## src/rtl/adder_pkg.sv

```systemverilog
// Shared constants and FSM encoding for the multi-cycle 381-bit adder/subtractor.
package adder_pkg;

   // Default operand width and per-cycle slice width.
   localparam int W_DEF  = 381;
   localparam int SW_DEF = 32;

   // Slices per operation and width of the (narrower) top slice.
   localparam int NSLICE = (W_DEF + SW_DEF - 1) / SW_DEF;
   localparam int LAST_W = W_DEF - (NSLICE - 1) * SW_DEF;

   // Slice counter width.
   localparam int CNT_W = 4;

   typedef enum logic [1:0] {
      ST_IDLE = 2'd0,
      ST_RUN  = 2'd1,
      ST_FIN  = 2'd2
   } state_t;

endpackage

```

## src/rtl/subtractor_32bit.sv

```systemverilog
// Combinational one-slice subtractor: D = aug - sub - borrow_in, borrow_out set on underflow.
module subtractor_32bit
   import adder_pkg::*;
#(
   parameter int SW = SW_DEF
) (
   input  logic [SW-1:0] aug,
   input  logic [SW-1:0] sub,
   input  logic          borrow_in,
   output logic [SW-1:0] D,
   output logic          borrow_out
);

   // One extra bit catches the borrow: a negative result wraps with bit SW set.
   logic [SW:0] diff;

   assign diff       = {1'b0, aug} - {1'b0, sub} - {{SW{1'b0}}, borrow_in};
   assign D          = diff[SW-1:0];
   assign borrow_out = diff[SW];

endmodule

```

## src/rtl/subtractor_381bit.sv

```systemverilog
// Multi-cycle W-bit subtractor: one SW-bit slice per cycle, LS slice first.
module subtractor_381bit
   import adder_pkg::*;
#(
   parameter int W  = W_DEF,
   parameter int SW = SW_DEF
) (
   input  logic         clk,
   input  logic         reset,
   input  logic         start,
   input  logic [W-1:0] A,
   input  logic [W-1:0] B,
   output logic [W-1:0] D,
   output logic         borrow,
   output logic         done
);

   localparam int NS = (W + SW - 1) / SW;
   localparam int LW = W - (NS - 1) * SW;

   state_t           state_q, state_d;
   logic [W-1:0]     a_q, b_q;
   logic [W-1:0]     d_q;
   logic [CNT_W-1:0] cnt_q;
   logic             bflop_q;
   logic             borrow_q;
   logic             done_q;

   logic [SW-1:0]    slice_d;
   logic             slice_bo;
   logic             slice_bo_eff;
   logic             last_slice;
   logic [W-1:0]     d_shift;

   assign last_slice = (cnt_q == CNT_W'(NS - 1));

   // Low slice of the shifting operand registers; upper bits of the top slice arrive zero-padded.
   subtractor_32bit #(.SW(SW)) u_slice (
      .aug        (a_q[SW-1:0]),
      .sub        (b_q[SW-1:0]),
      .borrow_in  (bflop_q),
      .D          (slice_d),
      .borrow_out (slice_bo)
   );

   generate
      if (LW < SW) begin : g_pad
         // With zero padding, the borrow out of bit W-1 shows up as bit LW of the padded
         // result; the top slice also shifts in only LW bits so every slice lands exactly.
         assign slice_bo_eff = last_slice ? slice_d[LW] : slice_bo;
         assign d_shift      = last_slice ? {slice_d[LW-1:0], d_q[W-1:LW]}
                                          : {slice_d, d_q[W-1:SW]};
      end else begin : g_full
         assign slice_bo_eff = slice_bo;
         assign d_shift      = {slice_d, d_q[W-1:SW]};
      end
   endgenerate

   // State register.
   always_ff @(posedge clk) begin
      if (reset) state_q <= ST_IDLE;
      else       state_q <= state_d;
   end

   // Next-state logic: IDLE -> RUN on start, RUN -> FIN after last slice, FIN -> IDLE.
   always_comb begin
      state_d = state_q;
      case (state_q)
         ST_IDLE: if (start)      state_d = ST_RUN;
         ST_RUN:  if (last_slice) state_d = ST_FIN;
         ST_FIN:                  state_d = ST_IDLE;
         default:                 state_d = ST_IDLE;
      endcase
   end

   // Datapath: capture operands, ripple one slice per RUN cycle, publish result at the end.
   always_ff @(posedge clk) begin
      if (reset) begin
         a_q      <= '0;
         b_q      <= '0;
         d_q      <= '0;
         cnt_q    <= '0;
         bflop_q  <= 1'b0;
         borrow_q <= 1'b0;
         done_q   <= 1'b0;
      end else begin
         done_q <= 1'b0;
         case (state_q)
            ST_IDLE: begin
               if (start) begin
                  a_q     <= A;
                  b_q     <= B;
                  bflop_q <= 1'b0;
                  cnt_q   <= '0;
               end
            end
            ST_RUN: begin
               a_q     <= a_q >> SW;
               b_q     <= b_q >> SW;
               d_q     <= d_shift;
               bflop_q <= slice_bo_eff;
               cnt_q   <= cnt_q + CNT_W'(1);
               if (last_slice) begin
                  borrow_q <= slice_bo_eff;
                  done_q   <= 1'b1;
               end
            end
            default: ;
         endcase
      end
   end

   assign D      = d_q;
   assign borrow = borrow_q;
   assign done   = done_q;

endmodule
```

## config.mk

```make
export PLATFORM = sky130hd
export DESIGN_NAME = subtractor_381bit
export DESIGN_NICKNAME = d
export VERILOG_FILES = /design/src/rtl/adder_pkg.sv /design/src/rtl/subtractor_32bit.sv /design/src/rtl/subtractor_381bit.sv
export SDC_FILE = /design/constraint.sdc
export NUM_CORES = 2
export LEC_CHECK = 0
export CAP_MARGIN = 20
export CELL_PAD_IN_SITES_DETAIL_PLACEMENT = 1
export CELL_PAD_IN_SITES_GLOBAL_PLACEMENT = 2
export CORE_AREA = 2 2 445 447
export CTS_BUF_LIST = sky130_fd_sc_hd__clkbuf_16
export DETAILED_ROUTE_END_ITERATION = 7
export DIE_AREA = 0 0 447 449
export HOLD_SLACK_MARGIN = 0.03
export PLACE_DENSITY = 0.76
export REMOVE_ABC_BUFFERS = 1
export SLEW_MARGIN = 20
export SYNTH_ARGS = -nofsm -noshare
export SYNTH_HDL_FRONTEND = slang
export SYNTH_SLANG_ARGS = --single-unit
```

## constraint.sdc

```tcl
create_clock -name clk -period 6.94 [get_ports clk]
set_clock_uncertainty 0.1 [all_clocks]
set_input_delay 1.041 -clock clk [delete_from_list [all_inputs] [get_ports clk]]
set_output_delay 1.041 -clock clk [all_outputs]
set_load 0.01 [all_outputs]
```

== Word-level counts from Yosys, hierarchy flattened ==
Cells that the tools add are included.

* Bitwise gates (word level): 1
* Add/sub/neg operators: 3
* Multiplexer cells: 14
* Reduce and logical (&&, ||, !) cells: 6
* Equality and inequality tests: 4

{| class="wikitable"
|+ Operator list
! cell !! number
|-
| case mux 381 bit (2 select lines) || 2
|-
| two-way mux 381 bit || 3
|-
| subtractor 32 x 32 -> 33 bit || 1
|-
| subtractor 33 x 1 -> 33 bit || 1
|-
| case mux 4 bit (2 select lines) || 1
|-
| AND reduction 2 bit || 3
|-
| adder 4 x 1 -> 4 bit (second input constant) || 1
|-
| == test 4 bit (second input constant) || 1
|-
| two-way mux 2 bit || 2
|-
| two-way mux 4 bit || 1
|-
| inequality test 2 bit (second input constant) || 2
|-
| case mux 2 bit (2 select lines) || 1
|-
| two-way mux 1 bit || 3
|-
| == test 2 x 1 -> 1 bit (second input constant) || 1
|-
| logical NOT 2 bit || 1
|-
| case mux 1 bit (2 select lines) || 1
|-
| nonzero test 2 bit || 1
|-
| OR reduction 2 bit || 1
|-
| NOT 1 bit || 1
|}

* Bits of input ports: 765
* Output and inout bits: 383
* Register bits: 1152
* Logic and storage cells: 36

== Logic depth before layout (Yosys ltp) ==
* Depth after elaboration: 4
* Gate-level depth with buffers: 13
* Gate-level depth less buffers: 12

== By module ==
From an unflattened synthesis, not the netlist that was laid out.

* Cell total of the unflattened synthesis: 6650
* Area total of the unflattened synthesis: 56023.7 µm²

{| class="wikitable"
|+ Modules (own cells, without submodules)
! module !! cells an instance !! instances !! area each (µm²) !! seq. area each (µm²)
|-
| subtractor_381bit || 6269 || 1 || 53478.8 || 23062.1
|-
| subtractor_32bit || 381 || 1 || 2544.9 || 0.0
|}

== Worst setup path after synthesis ==
OpenSTA, ideal clock, no wires.

* Kind: register to register
* From: register a_q[3]
* To: register d_q[377], in the netlist D[377]
* Slack: 4.039 ns
* Path buffers: 0
* Library setup time: 0.137 ns
* Cell stages (with the launch flop): 13
* Period minus slack after synthesis: 2.901 ns
* Required time: 6.703 ns
* Arrival time: 2.664 ns
* Path through: dfxtp_1 -> inv_1 -> ha_1 -> inv_1 -> ha_1 -> o211a_1 -> a221oi_2 -> a211o_2 -> a21oi_4 -> a41oi_2 -> mux2_2 -> o21ai_0 -> a31oi_1

* Cells in the longest elaborated chain, start to end: 3

{| class="wikitable"
|+ RTL lines
! element !! line !! RTL
|-
| from (decl) || subtractor_381bit.sv:22 || <nowiki>logic [W-1:0] a_q, b_q;</nowiki>
|-
| from (signal assigned) || subtractor_381bit.sv:98 || <nowiki>a_q <= a_q >> SW;</nowiki>
|-
| subtractor 32 x 32 -> 33 bit || subtractor_32bit.sv:17 || <nowiki>assign diff = {1'b0, aug} - {1'b0, sub} - {{SW{1'b0}}, borrow_in};</nowiki>
|-
| subtractor 33 x 1 -> 33 bit || subtractor_32bit.sv:17 ||
|-
| two-way mux 381 bit || subtractor_381bit.sv:51 || <nowiki>assign d_shift = last_slice ? {slice_d[LW-1:0], d_q[W-1:LW]}</nowiki>
|-
| to (signal assigned) || subtractor_381bit.sv:100 || <nowiki>d_q <= d_shift;</nowiki>
|-
| to (decl) || subtractor_381bit.sv:23 || <nowiki>logic [W-1:0] d_q;</nowiki>
|}

No other way between the ends.
A chain may end at the register's enable or synchronous reset.

== Final worst setup path ==
* From: register bflop_q
* To: register d_q[377], in the netlist D[377]

* Cells in the longest elaborated chain, start to end: 2

{| class="wikitable"
|+ RTL lines
! element !! line !! RTL
|-
| from (decl) || subtractor_381bit.sv:25 || <nowiki>logic bflop_q;</nowiki>
|-
| from (signal assigned) || subtractor_381bit.sv:101 || <nowiki>bflop_q <= slice_bo_eff;</nowiki>
|-
| subtractor 33 x 1 -> 33 bit || subtractor_32bit.sv:17 ||
|-
| two-way mux 381 bit || subtractor_381bit.sv:51 ||
|}

No other way between the ends.

==> impl_results.md <==
* Layout area overhead at 31.8%
* Vias in the first global route at 52.8k
* GP Congestion at 0.840
* DR iter-0 viols at 3641
* Combinational fraction of design power at 21.3%
* Post-Synth Simple-Gate Area at 21.6%
* Net Sw Frac at 30.3%
* Power per cell area at 266 nW/µm²
* WP data required at 7.46 ns
* Synth Area in Adders at 1.50%
* Worst skew pair latency at 0.79 ns
* CTS resizes at 0
* Worst slew pin tran at 1.47 ns
* Cell family with most CP delay: compound AO/OA/AOI/OAI gates
* CTS Buf Count at 146
* Leak pwr at 27.1 nW
* Top sig layer: met5
* TritonCTS clock tree: done
* Core Area at 196000 µm²
* Post-synth EDFFs at 0
* Commonest non-fill, non-tap cell in the layout: dfxtp_1
* CP cell instances: inv_1 -> fa_1 -> inv_1 -> fa_1 -> nand3b_1 -> a221oi_2 -> a211o_2 -> a21oi_4 -> a41oi_2 -> mux2_2 -> o21ai_0 -> a31oi_1
* WP data arrival at 4.06 ns
* Via Count at 53.0k
* Post-CTS Setup Bufs at 0
* I/O pin count at 1148
* Max Cap Violations at 0
* Fmax at 282 MHz
* Initial core utilization at 28.2%
* Mapped Cells at 6730
* Ys flop type: dfxtp_1
* Largest net degree at the start of global routing at 267
* Final total power at 19.4 mW
* Relative slew slack at 2.01%
* Met1 WL at 94.0 mm
* ANT nets after route at 0
* Hold_sp: D[15]
* Crit path from: bflop_q
* FF+latch count, synth at 1152
* Clock power share at 38.3%
* Ratio of cells with drive above 1 in the final layout at 12.9%
* Status: completed
* RSZ-0062 raised after global routing: no
* Routed wl met3 at 14.7 mm
* Max H-tree Level at 4
* XOR/XNOR Fraction of Synth Area at 0.396%
* Max VDD drop at 230 µV
* Commonest non-fill, non-tap cells in the layout: dfxtp_1, nor2_1, clkdlybuf4s50_1
* Crit-path max FO at 4
* Router iterations before antenna repair at 7
* Multiplexer area fraction after synthesis at 0.0950%
* WL per Instance at 23.3 µm
* Place WS at 3.25 ns
* Seq/Total Area, Yosys at 41.7%
* Port buffer count at 1147
* Final wirelength at 238 mm
* Die Span Y at 449 µm
* Synth Cell Area at 55300 µm²
* Final setup margin at 3.39 ns
* Vias/cell at 5.20
* WP buf/inv at 2
* Post-synth top area cell: dfxtp_1
* CP max stage delay at 0.47 ns
* Max-slew violations at 0
* GR Util All Layers at 22.5%
* Hold Fails Final Rpt at 0
* Compound-Gate Fraction of Synth Area at 29.2%
* Wire length of the first global-routing pass at 348 mm
* Initial antenna violation count at 143
* Reg clk slew, reported paths at 0.06 ns
* Clock Sink Count at 1152
* Slowest cell on crit path: a221oi_2
* GRT overflow at 0
* Reg power frac at 40.4%
* Largest family of logic cells by synthesized area: compound AO/OA/AOI/OAI gates
* Aggregate negative setup slack at 0 ns
* Setup Viol. Count Final at 0
* Post-cts hold buffer count at 0
* Full die area at 201000 µm²
* Synth cell types at 66
* Worst Setup End Kind: flip-flop
* Die width at 447 µm
* Fin nets at 8201
* Detailed Place HPWL at 163 mm
* Detail Route met2 WL at 119 mm
* Async SR Flop Fraction at 0%
* Largest cells by area after synthesis: dfxtp_1, o221a_2, nor2b_1
* Post-layout min period at 3.55 ns
* FP Rows at 163
* Avg Cell Area, Syn at 8.22 µm²
* Synth warn at 0
* Hold Path Class: flip-flop to flip-flop
* Internal Power at 13.5 mW
* Top-area cell type share of the netlist area at 41.7%
* Crit share post-route at 51.1%
* CTS root buf: clkbuf_16
* Startpoint Class: flip-flop
* Worst reg2reg path startpoint: bflop_q
* Sw power at 5.86 mW
* DRC viols at 0
* CTS Buffer Depth at 3
* CP Class: flip-flop to flip-flop
[final timing paths]
check | to | slack [ns] | cells after the start
setup / recovery | D[377] | 3.39 | 12
hold / removal | D[15] | 0.40 | 2
setup reg to reg | D[377] | 3.39 | 12
hold reg to reg | D[15] | 0.40 | 2
[sequential cells by signal, indices dropped and copies added (netlist names)]
name / flops
D: 381
a_q: 381
b_q: 381
cnt_q: 4
state_q: 2
bflop_q: 1
borrow: 1
done: 1
[final cells by class]
type	instances	area [µm²]
multi-input cells	4761	29200
fillers	22900	123000
flip-flops and latches	1152	23100
clock buffers	155	3880
well taps	2640	3300
clock inverters	106	683
diodes	72	180
inverters	107	409
repair buffers	1203	12200
[cells in the mapped netlist (5+ instances only)]
cell	count
a311oi_1	359
a21o_1	13
a211oi_1	6
nor2b_1	704
nor3_1	13
o21ai_0	36
xor2_1	9
o221a_2	698
ha_1	63
a31oi_1	10
a21oi_1	744
dfxtp_1	1152
clkbuf_1	692
nand2_1	769
nor2_1	1150
nor3b_1	5
buf_1	14
a22oi_1	67
xnor2_1	16
nand3_1	11
inv_1	107
and3_1	7
o211ai_1	13
[through the flow]
step | hold slack (ns) | cell area (µm²) | cells | utilization, %
6_report | 0.397 | 72900 | 10200 | 37.1
2_1_floorplan | 0.366 | 52600 | 6020 | -
3_3_place_gp | 0.377 | 68100 | 9863 | 34.7
5_1_grt | 0.416 | 72900 | 10200 | 37.1
4_1_cts | 0.396 | 72700 | 10100 | 37.0
3_5_place_dp | 0.385 | 68100 | 9863 | 34.7
[worst reg2reg max path, stage by stage, from the launching register on]
cell,delay [ns]
dfxtp_1,0.41
inv_1,0.08
fa_1,0.41
inv_1,0.09
fa_1,0.23
nand3b_1,0.12
a221oi_2,0.47
a211o_2,0.28
a21oi_4,0.09
a41oi_2,0.33
mux2_2,0.39
o21ai_0,0.26
a31oi_1,0.12
[logic make-up (layout without fill, tap and decap cells)]
group | count (synthesis) | in the layout
XOR/XNOR | 25 | 25
other | 0 | 72
buffers and inverters | 817 | 1571
flip-flops | 1152 | 1152
AO/OA/AOI/OAI | 1988 | 1988
AND/OR/NAND/NOR | 2678 | 2678
adder cells (fa/ha/maj) | 65 | 65
multiplexers | 5 | 5
[routing by layer]
layer | vias up | GRT usage [%]
met5 | - | 0
met4 | 108 | 10.7
met3 | 450 | 6.54
met2 | 1140 | 38.9
met1 | 25900 | 25.3
li1 | 25400 | -
[power groups by stage]
stage	Combinational, mW	Sequential, mW	Clock (mW)
after floorplan	3.65	7.94	0
after global placement	4.06	7.95	0
after detailed placement	4.14	7.97	0
after CTS	4.15	7.83	7.65
after global routing	4.54	7.90	7.91
final	4.12	7.82	7.42
Power figures use the tool's default switching activity.
